==> src/rtl/plic_claim_ctrl.sv <==
// Hart-side PLIC claim/complete sequencer with an AXI4-Lite initiator port.
// Optional: define PLIC_CLAIM_CTRL_SPURIOUS_CNT_EN to add a saturating spurious-claim counter.
module plic_claim_ctrl #(
  parameter int unsigned        AWIDTH      = 32,
  parameter int unsigned        DWIDTH      = 32,
  parameter logic [AWIDTH-1:0]  PLIC_BASE   = 32'h0C00_0000,
  parameter int unsigned        CONTEXT     = 0,
  parameter int unsigned        NUM_SOURCES = 32,
  parameter int unsigned        PRIOW       = 2,
  localparam int unsigned       IDW         = $clog2(NUM_SOURCES),
  localparam int unsigned       STRBW       = DWIDTH / 8
) (
  input  logic              clk_i,
  input  logic              rst_i,

  input  logic              target_i,

  input  logic              thr_req_i,
  input  logic [PRIOW-1:0]  thr_data_i,
  output logic              thr_ack_o,

  output logic              irq_valid_o,
  output logic [IDW-1:0]    irq_id_o,
  input  logic              irq_ready_i,
  input  logic              irq_done_i,

  output logic              busy_o,

  output logic [AWIDTH-1:0] araddr_o,
  output logic              arvalid_o,
  input  logic              arready_i,
  input  logic [DWIDTH-1:0] rdata_i,
  input  logic              rvalid_i,
  output logic              rready_o,
  input  logic [1:0]        rresp_i,

  output logic [AWIDTH-1:0] awaddr_o,
  output logic              awvalid_o,
  input  logic              awready_i,
  output logic [DWIDTH-1:0] wdata_o,
  output logic [STRBW-1:0]  wstrb_o,
  output logic              wvalid_o,
  input  logic              wready_i,
  input  logic              bvalid_i,
  output logic              bready_o,
  input  logic [1:0]        bresp_i
`ifdef PLIC_CLAIM_CTRL_SPURIOUS_CNT_EN
  ,
  output logic [15:0]       spurious_cnt_o
`endif
);

  localparam logic [AWIDTH-1:0] THR_ADDR =
    PLIC_BASE + AWIDTH'(32'h0020_0000) + AWIDTH'(CONTEXT * 32'h0000_1000);
  localparam logic [AWIDTH-1:0] CLM_ADDR = THR_ADDR + AWIDTH'(4);

  typedef enum logic [2:0] {
    S_IDLE,
    S_CLAIM_AR,
    S_CLAIM_R,
    S_DISPATCH,
    S_SERVICE,
    S_WR_AW_W,
    S_WR_B,
    S_HOLDOFF
  } state_e;

  typedef enum logic {
    K_THR,
    K_CMP
  } kind_e;

  state_e              state_q, state_d;
  kind_e               kind_q;
  logic                aw_ok_q, w_ok_q;
  logic                busy_q;
  logic                thr_ack_q;
  logic                irq_valid_q;
  logic [IDW-1:0]      irq_id_q;
  logic [AWIDTH-1:0]   araddr_q;
  logic                arvalid_q;
  logic                rready_q;
  logic [AWIDTH-1:0]   awaddr_q;
  logic                awvalid_q;
  logic [DWIDTH-1:0]   wdata_q;
  logic                wvalid_q;
  logic                bready_q;

  logic                aw_hs, w_hs;
  logic                aw_done, w_done;
  logic [IDW-1:0]      rd_id;
  logic                spurious;
  logic                in_wr;

  assign aw_hs   = awvalid_q & awready_i;
  assign w_hs    = wvalid_q & wready_i;
  assign aw_done = aw_ok_q | aw_hs;
  assign w_done  = w_ok_q | w_hs;
  assign in_wr   = (state_q == S_WR_AW_W);

  // A claim is spurious when the PLIC returns no source, an out-of-range source, or an error.
  assign rd_id    = rdata_i[IDW-1:0];
  assign spurious = (rd_id == '0) ||
                    (rdata_i >= DWIDTH'(NUM_SOURCES)) ||
                    (rresp_i != 2'b00);

  // NOTE: combinational blocks assign a default first so no path leaves a signal unassigned (no latch).
  always_comb begin
    state_d = state_q;
    unique case (state_q)
      S_IDLE: begin
        if (thr_req_i)     state_d = S_WR_AW_W;
        else if (target_i) state_d = S_CLAIM_AR;
      end
      S_CLAIM_AR: if (arvalid_q && arready_i) state_d = S_CLAIM_R;
      S_CLAIM_R:  if (rvalid_i) state_d = spurious ? S_HOLDOFF : S_DISPATCH;
      S_DISPATCH: if (irq_ready_i) state_d = S_SERVICE;
      S_SERVICE:  if (irq_done_i) state_d = S_WR_AW_W;
      S_WR_AW_W:  if (aw_done && w_done) state_d = S_WR_B;
      S_WR_B:     if (bvalid_i) state_d = S_HOLDOFF;
      S_HOLDOFF:  state_d = S_IDLE;
      default:    state_d = S_IDLE;
    endcase
  end

  // NOTE: sequential state uses non-blocking assignments so every register samples pre-edge values.
  always_ff @(posedge clk_i) begin
    if (rst_i) begin
      state_q     <= S_IDLE;
      kind_q      <= K_THR;
      aw_ok_q     <= 1'b0;
      w_ok_q      <= 1'b0;
      busy_q      <= 1'b0;
      thr_ack_q   <= 1'b0;
      irq_valid_q <= 1'b0;
      irq_id_q    <= '0;
      araddr_q    <= '0;
      arvalid_q   <= 1'b0;
      rready_q    <= 1'b0;
      awaddr_q    <= '0;
      awvalid_q   <= 1'b0;
      wdata_q     <= '0;
      wvalid_q    <= 1'b0;
      bready_q    <= 1'b0;
    end else begin
      state_q     <= state_d;
      busy_q      <= (state_d != S_IDLE);
      arvalid_q   <= (state_d == S_CLAIM_AR);
      rready_q    <= (state_d == S_CLAIM_R);
      irq_valid_q <= (state_d == S_DISPATCH);
      bready_q    <= (state_d == S_WR_B);
      thr_ack_q   <= (state_q == S_WR_B) && bvalid_i && (kind_q == K_THR);

      // AW and W retire independently; entering the write state re-arms both.
      awvalid_q   <= (state_d == S_WR_AW_W) && !(in_wr && aw_done);
      wvalid_q    <= (state_d == S_WR_AW_W) && !(in_wr && w_done);
      aw_ok_q     <= (state_d == S_WR_AW_W) && in_wr && aw_done;
      w_ok_q      <= (state_d == S_WR_AW_W) && in_wr && w_done;

      unique case (state_q)
        S_IDLE: begin
          if (thr_req_i) begin
            kind_q   <= K_THR;
            awaddr_q <= THR_ADDR;
            wdata_q  <= DWIDTH'(thr_data_i);
          end else if (target_i) begin
            araddr_q <= CLM_ADDR;
          end
        end
        S_CLAIM_R: begin
          if (rvalid_i && !spurious) irq_id_q <= rd_id;
        end
        S_SERVICE: begin
          if (irq_done_i) begin
            kind_q   <= K_CMP;
            awaddr_q <= CLM_ADDR;
            wdata_q  <= DWIDTH'(irq_id_q);
          end
        end
        default: ;
      endcase
    end
  end

`ifdef PLIC_CLAIM_CTRL_SPURIOUS_CNT_EN
  logic [15:0] spurious_cnt_q;

  always_ff @(posedge clk_i) begin
    if (rst_i) begin
      spurious_cnt_q <= '0;
    end else if ((state_q == S_CLAIM_R) && rvalid_i && spurious &&
                 (spurious_cnt_q != 16'hFFFF)) begin
      spurious_cnt_q <= spurious_cnt_q + 16'd1;
    end
  end

  assign spurious_cnt_o = spurious_cnt_q;
`endif

  // Write responses carry no information this sequencer acts on.
  logic unused_bresp;
  assign unused_bresp = ^bresp_i;

  assign busy_o      = busy_q;
  assign thr_ack_o   = thr_ack_q;
  assign irq_valid_o = irq_valid_q;
  assign irq_id_o    = irq_id_q;
  assign araddr_o    = araddr_q;
  assign arvalid_o   = arvalid_q;
  assign rready_o    = rready_q;
  assign awaddr_o    = awaddr_q;
  assign awvalid_o   = awvalid_q;
  assign wdata_o     = wdata_q;
  assign wstrb_o     = '1;
  assign wvalid_o    = wvalid_q;
  assign bready_o    = bready_q;

endmodule

==> config.mk <==
export PLATFORM = sky130hd
export DESIGN_NAME = plic_claim_ctrl
export DESIGN_NICKNAME = d
export VERILOG_FILES = /design/src/rtl/plic_claim_ctrl.sv
export SDC_FILE = /design/constraint.sdc
export NUM_CORES = 1
export LEC_CHECK = 0
export ABC_AREA = 1
export BUFFER_PORTS_ARGS = -buffer_cell sky130_fd_sc_hd__buf_2
export CAP_MARGIN = 15
export CORE_MARGIN = 5
export CORE_UTILIZATION = 40
export DETAILED_ROUTE_END_ITERATION = 12
export PLACE_DENSITY = 0.91
export SLEW_MARGIN = 20
export SYNTH_ARGS = -nofsm -noshare
export SYNTH_HDL_FRONTEND = slang
export SYNTH_SLANG_ARGS = --single-unit
==> constraint.sdc <==
create_clock -name clk_i -period 2.8 [get_ports clk_i]
set_clock_uncertainty 0.05 [all_clocks]
set_input_delay 0.14 -clock clk_i [delete_from_list [all_inputs] [get_ports clk_i]]
set_output_delay 0.14 -clock clk_i [all_outputs]
set_load 0.03 [all_outputs]
After elaboration in Yosys (flattened, before gate mapping)
Cells that the tools add are included.
- logic and storage cells: 81
- flip-flop bits (word level): 84
- bits of input ports: 49
- output and inout bits: 113
- bitwise logic cells: 6
- mux-type cells: 19
- magnitude comparators: 1
- reduce and logical (&&, ||, !) cells: 25
- eq/ne operators: 14
- operators by type and width (operator ; number):
    32-bit two-way mux ; 4
    32-bit case mux with 2 select lines ; 2
    32-bit by 6-bit >= comparator with 1-bit output (second input constant) ; 1
    3-bit two-way mux ; 9
    3-bit case mux with 8 select lines ; 1
    3-bit equality test (second input constant) ; 6
    3-bit by 2-bit equality test with 1-bit output (second input constant) ; 4
    1-bit logical AND ; 12
    3-bit by 1-bit equality test with 1-bit output (second input constant) ; 2
    3-bit AND reduction ; 2
    5-bit logical NOT ; 1
    2-bit != test (second input constant) ; 2
    2-bit nonzero test ; 2
    1-bit logical NOT ; 3
    3-bit logical NOT ; 1
    3-bit nonzero test ; 1
    1-bit bitwise AND ; 2
    1-bit logical OR ; 2
    1-bit two-way mux ; 2
    1-bit inverter ; 2
    1-bit OR ; 2
    1-bit case mux with 2 select lines ; 1
    2-bit AND reduction ; 1

Logic depth before layout (Yosys ltp)
- word-level depth: 9
- depth in mapped cells: 10

Worst setup path before layout
OpenSTA, ideal clock, no wires.
- path kind: register to register
- start: reg wvalid_q, in the netlist wvalid_o
- end: reg rready_q, in the netlist rready_o
- arrival: 1.239 ns
- clock period less this slack: 1.353 ns
- path buffers: 0
- setup slack: 1.447 ns
- stages on the path, launching flop included: 9
- path through: dfxtp_1 > nand2_1 > nand2_1 > nand2_1 > nand2_1 > nand4_2 > nor2_1 > inv_1 > nor2_1
- cells in the longest elaborated chain, start to end: 6
- RTL lines (what ; line ; source):
    start, declared ; 86 ; logic wvalid_q;
    start signal, assigned ; 156 ; wvalid_q <= (state_d == S_WR_AW_W) && !(in_wr && w_done);
    1-bit bitwise AND ; 96 ; assign w_hs = wvalid_q & wready_i;
    1-bit OR ; 98 ; assign w_done = w_ok_q | w_hs;
    1-bit logical AND ; 119 ; S_WR_AW_W: if (aw_done && w_done) state_d = S_WR_B;
    3-bit two-way mux ; 119 ;
    3-bit case mux with 8 select lines ; 110 ; unique case (state_q)
    3-bit by 2-bit equality test with 1-bit output ; 149 ; rready_q <= (state_d == S_CLAIM_R);
    end signal, assigned ; 149 ;
    end, declared ; 82 ; logic rready_q;
Every way passes these cells.
A chain may end at the register's enable or synchronous reset.

Worst setup path in the final report
- start: reg state_q[2]
- end: reg busy_q, in the netlist busy_o
- cells in the longest elaborated chain, start to end: 4
- elaborated cells between the ends (all ways): 18
- those cells by class: eq/ne (7); mux (9); reduce/logical (2)
- RTL lines (what ; line ; source):
    start, declared ; 73 ; state_e state_q, state_d;
    start signal, assigned ; 146 ; state_q <= state_d;
    3-bit two-way mux ; 113 ; else if (target_i) state_d = S_CLAIM_AR;
    3-bit two-way mux ; 112 ; if (thr_req_i) state_d = S_WR_AW_W;
    3-bit case mux with 8 select lines (*) ; 110 ;
    3-bit nonzero test (*) ; 147 ; busy_q <= (state_d != S_IDLE);
    end signal, assigned ; 147 ;
    end, declared ; 76 ; logic busy_q;
Mark *: on every way between the ends. The rest lies on a longest branch, timed or not.

==> impl_metrics.toml <==
[outcome]
status = "finished, final reports clean"

[place]
io_buffers = 72
dp_hpwl_mm = 3.46
place_worst_setup_slack_ns = 1.28
place_area_um2 = 1950
globalplace.congestion = 0.776

[routing]
vias = 1566
first_iter_violations = 68
wl_mm = 3.93
postRouteAntennaNets = 0
drtPass1Iterations = 4
drc_errors = 0
wl_per_cell_um = 10.0
viasPerCell = 3.99

[logic_synthesis]
synth_largest_area_cell = "buf_4"
synth-simple-area-share_pct = 24.4
synth_top_family_by_area = "buffers and inverters"
netlist_top_cells_area = "buf_4 (37%), dfxtp_1 (27%), nor2_1 (9.0%)"
synth_cell_type_count = 25
yosysTopAreaCellShare_pct = 36.6
syn_area_um2 = 1930
syn_avg_cell_area_um2 = 7.03
ys_seq_area_share_pct = 27.0
synth.area.mux_share_pct = 0
yosys_register_bits = 26
synth_compound_area_share_pct = 6.43
synth_xor_area_share_pct = 0
synthAdderAreaFrac_pct = 0
postSynthCellCount = 274
yosys_warnings = 0

[cts]
cts.sinks = 26
cts_tree = "yes"
cts_resized = 0
cts_hold_buf = 0
post_cts_buffers = 0
cts.path.max_buffers = 2
cts_root_buffer = "clkbuf_8"
h-tree-depth = 1
path_clk_slew_ns = 0.09
clock_latency_ns = 0.27
numCtsBuffers = 3

[floorplanning]
die_w_um = 79.4
start_util_pct = 41.0
core_um2 = 4690
die_y_um = 79.4
rows = 25
io_pins = 162
fp.dieArea_um2 = 6300

[hold_path]
hp-class = "primary input to flip-flop"

[critical_path]
path_delay_family = "simple AND/OR/NAND/NOR gates"
path_cells = "inv_1, nand4_1, nand3b_1, nor2_1, nor2_2, a21oi_1, nand2_1"
cp-start-kind = "flip-flop"
crit_type = "flip-flop to flip-flop"
endpoint_kind = "flip-flop"
path_max_fanout = 8
slowest_stage = "dfxtp_1"
critPathArrivalTime_ns = 1.68
cpPeakStageDelay_ns = 0.51
worst_ep_required_time_ns = 2.92
cp_num_buf_inv = 1

[layout]
insertedDiodeCount = 0
nNetsFinal = 388
multi_input_area_um2 = 921
mostFrequentLayoutCells = "conb_1 (87), buf_2 (72), nor2_1 (46)"
synthToLayoutAreaGrowth_pct = 4.03
regArea_um2 = 520
layout-drive-gt1-share_pct = 26.0
fin_area_um2 = 2000
layout_commonest_cell = "conb_1"
finish.utilization_pct = 42.7
fillers = 493

[global_route]
grt_pass1_vias = 1400
antenna_found_initial = 0
grt_first_pass_wirelength_mm = 5.88
grt_max_degree = 16
grt_use_total_pct = 11.4
overflow = 0

[sta]
slew_viol_final = 0
timing.fmax_mhz = 640
min_period_ns = 1.56
finalSetupViolCount = 0
hold_ws_ns = 0.0609
finalHoldViolCount = 0
fin_ws_ns = 1.24
tns_ns = 0
rsz0062_at_grt = "no"
finalCritPeriodShare_pct = 55.8

[run]
cap_violations = 0

[pwr]
power.density_nw_per_um2 = 595
peakVddDrop_mv = 0.452
p_leak_nw = 1.20
[sequential cells by signal, summed over array words and instances (netlist names)]
register,flops
busy_o,1
state_q,3
irq_id_o,5
awvalid_o,1
thr_ack_o,1
awaddr_o,2
arvalid_o,1
rready_o,1
araddr_o,1
wdata_o,5
bready_o,1
aw_ok_q,1
wvalid_o,1
w_ok_q,1
irq_valid_o,1
[layer usage]
layer	vias up	wire length [µm]	GRT usage, %
met1	679	1440	12.6
met3	0	551	4.63
met2	92	1930	21.3
met5	-	0	0
met4	0	0	1.03
li1	795	-	-
[final timing paths]
| path | start | to | slack, ns | cells after the start |
|---|---|---|---|---|
| setup / recovery | state_q[2] | busy_o | 1.24 | 7 |
| hold / removal | rdata_i[1] | irq_id_o[1] | 0.06 | 3 |
| setup reg to reg | state_q[2] | busy_o | 1.24 | 7 |
| hold reg to reg | awaddr_o[2] | thr_ack_o | 0.40 | 1 |
[cells by family after synthesis]
logic type             after synthesis
other                                2
and+or+nand+nor                    105
buffers and inverters              118
DFF                                 26
AOI/OAI and AO/OA                   23
[where the power goes]
group,internal [W],switching [W],total (W)
clock,0.000126,0.000119,0.000244
combinational,0.000111,0.000389,0.000500
sequential,0.000414,0.0000334,0.000447
total,0.000651,0.000541,0.00119
[synthesized netlist by cell type (all sizes together)]
cell type  instances
nor2              49
nor3               3
clkbuf             1
nand4              2
o21ai             12
nand3b             2
conb               2
nand3             10
dfxtp             26
or2                1
nand2             38
o21bai             1
a31oi              3
inv               21
a21oi              6
buf               96
o31ai              1
[worst register-to-register path: stages, from the launching register on]
cell and delay (ns):
dfxtp_1 0.51, inv_1 0.14, nand4_1 0.11, nand3b_1 0.10
nor2_1 0.27, nor2_2 0.09, a21oi_1 0.12, nand2_1 0.07
[through the flow]
stage	power, W	std cells
after global routing	0.00126	392
after floorplan	0.000961	359
after global placement	0.000943	388
after CTS	0.00120	392
final	0.00119	392
after detailed placement	0.000954	388
[final cells by class]
class	instances	share of cell area (%)
clock buffers	4	2.75
inverters	21	3.94
multi-input cells	215	46.0
flip-flops and latches	26	26.0
well taps	54	3.37
repair buffers	72	18.0
Power figures use the tool's default switching activity.
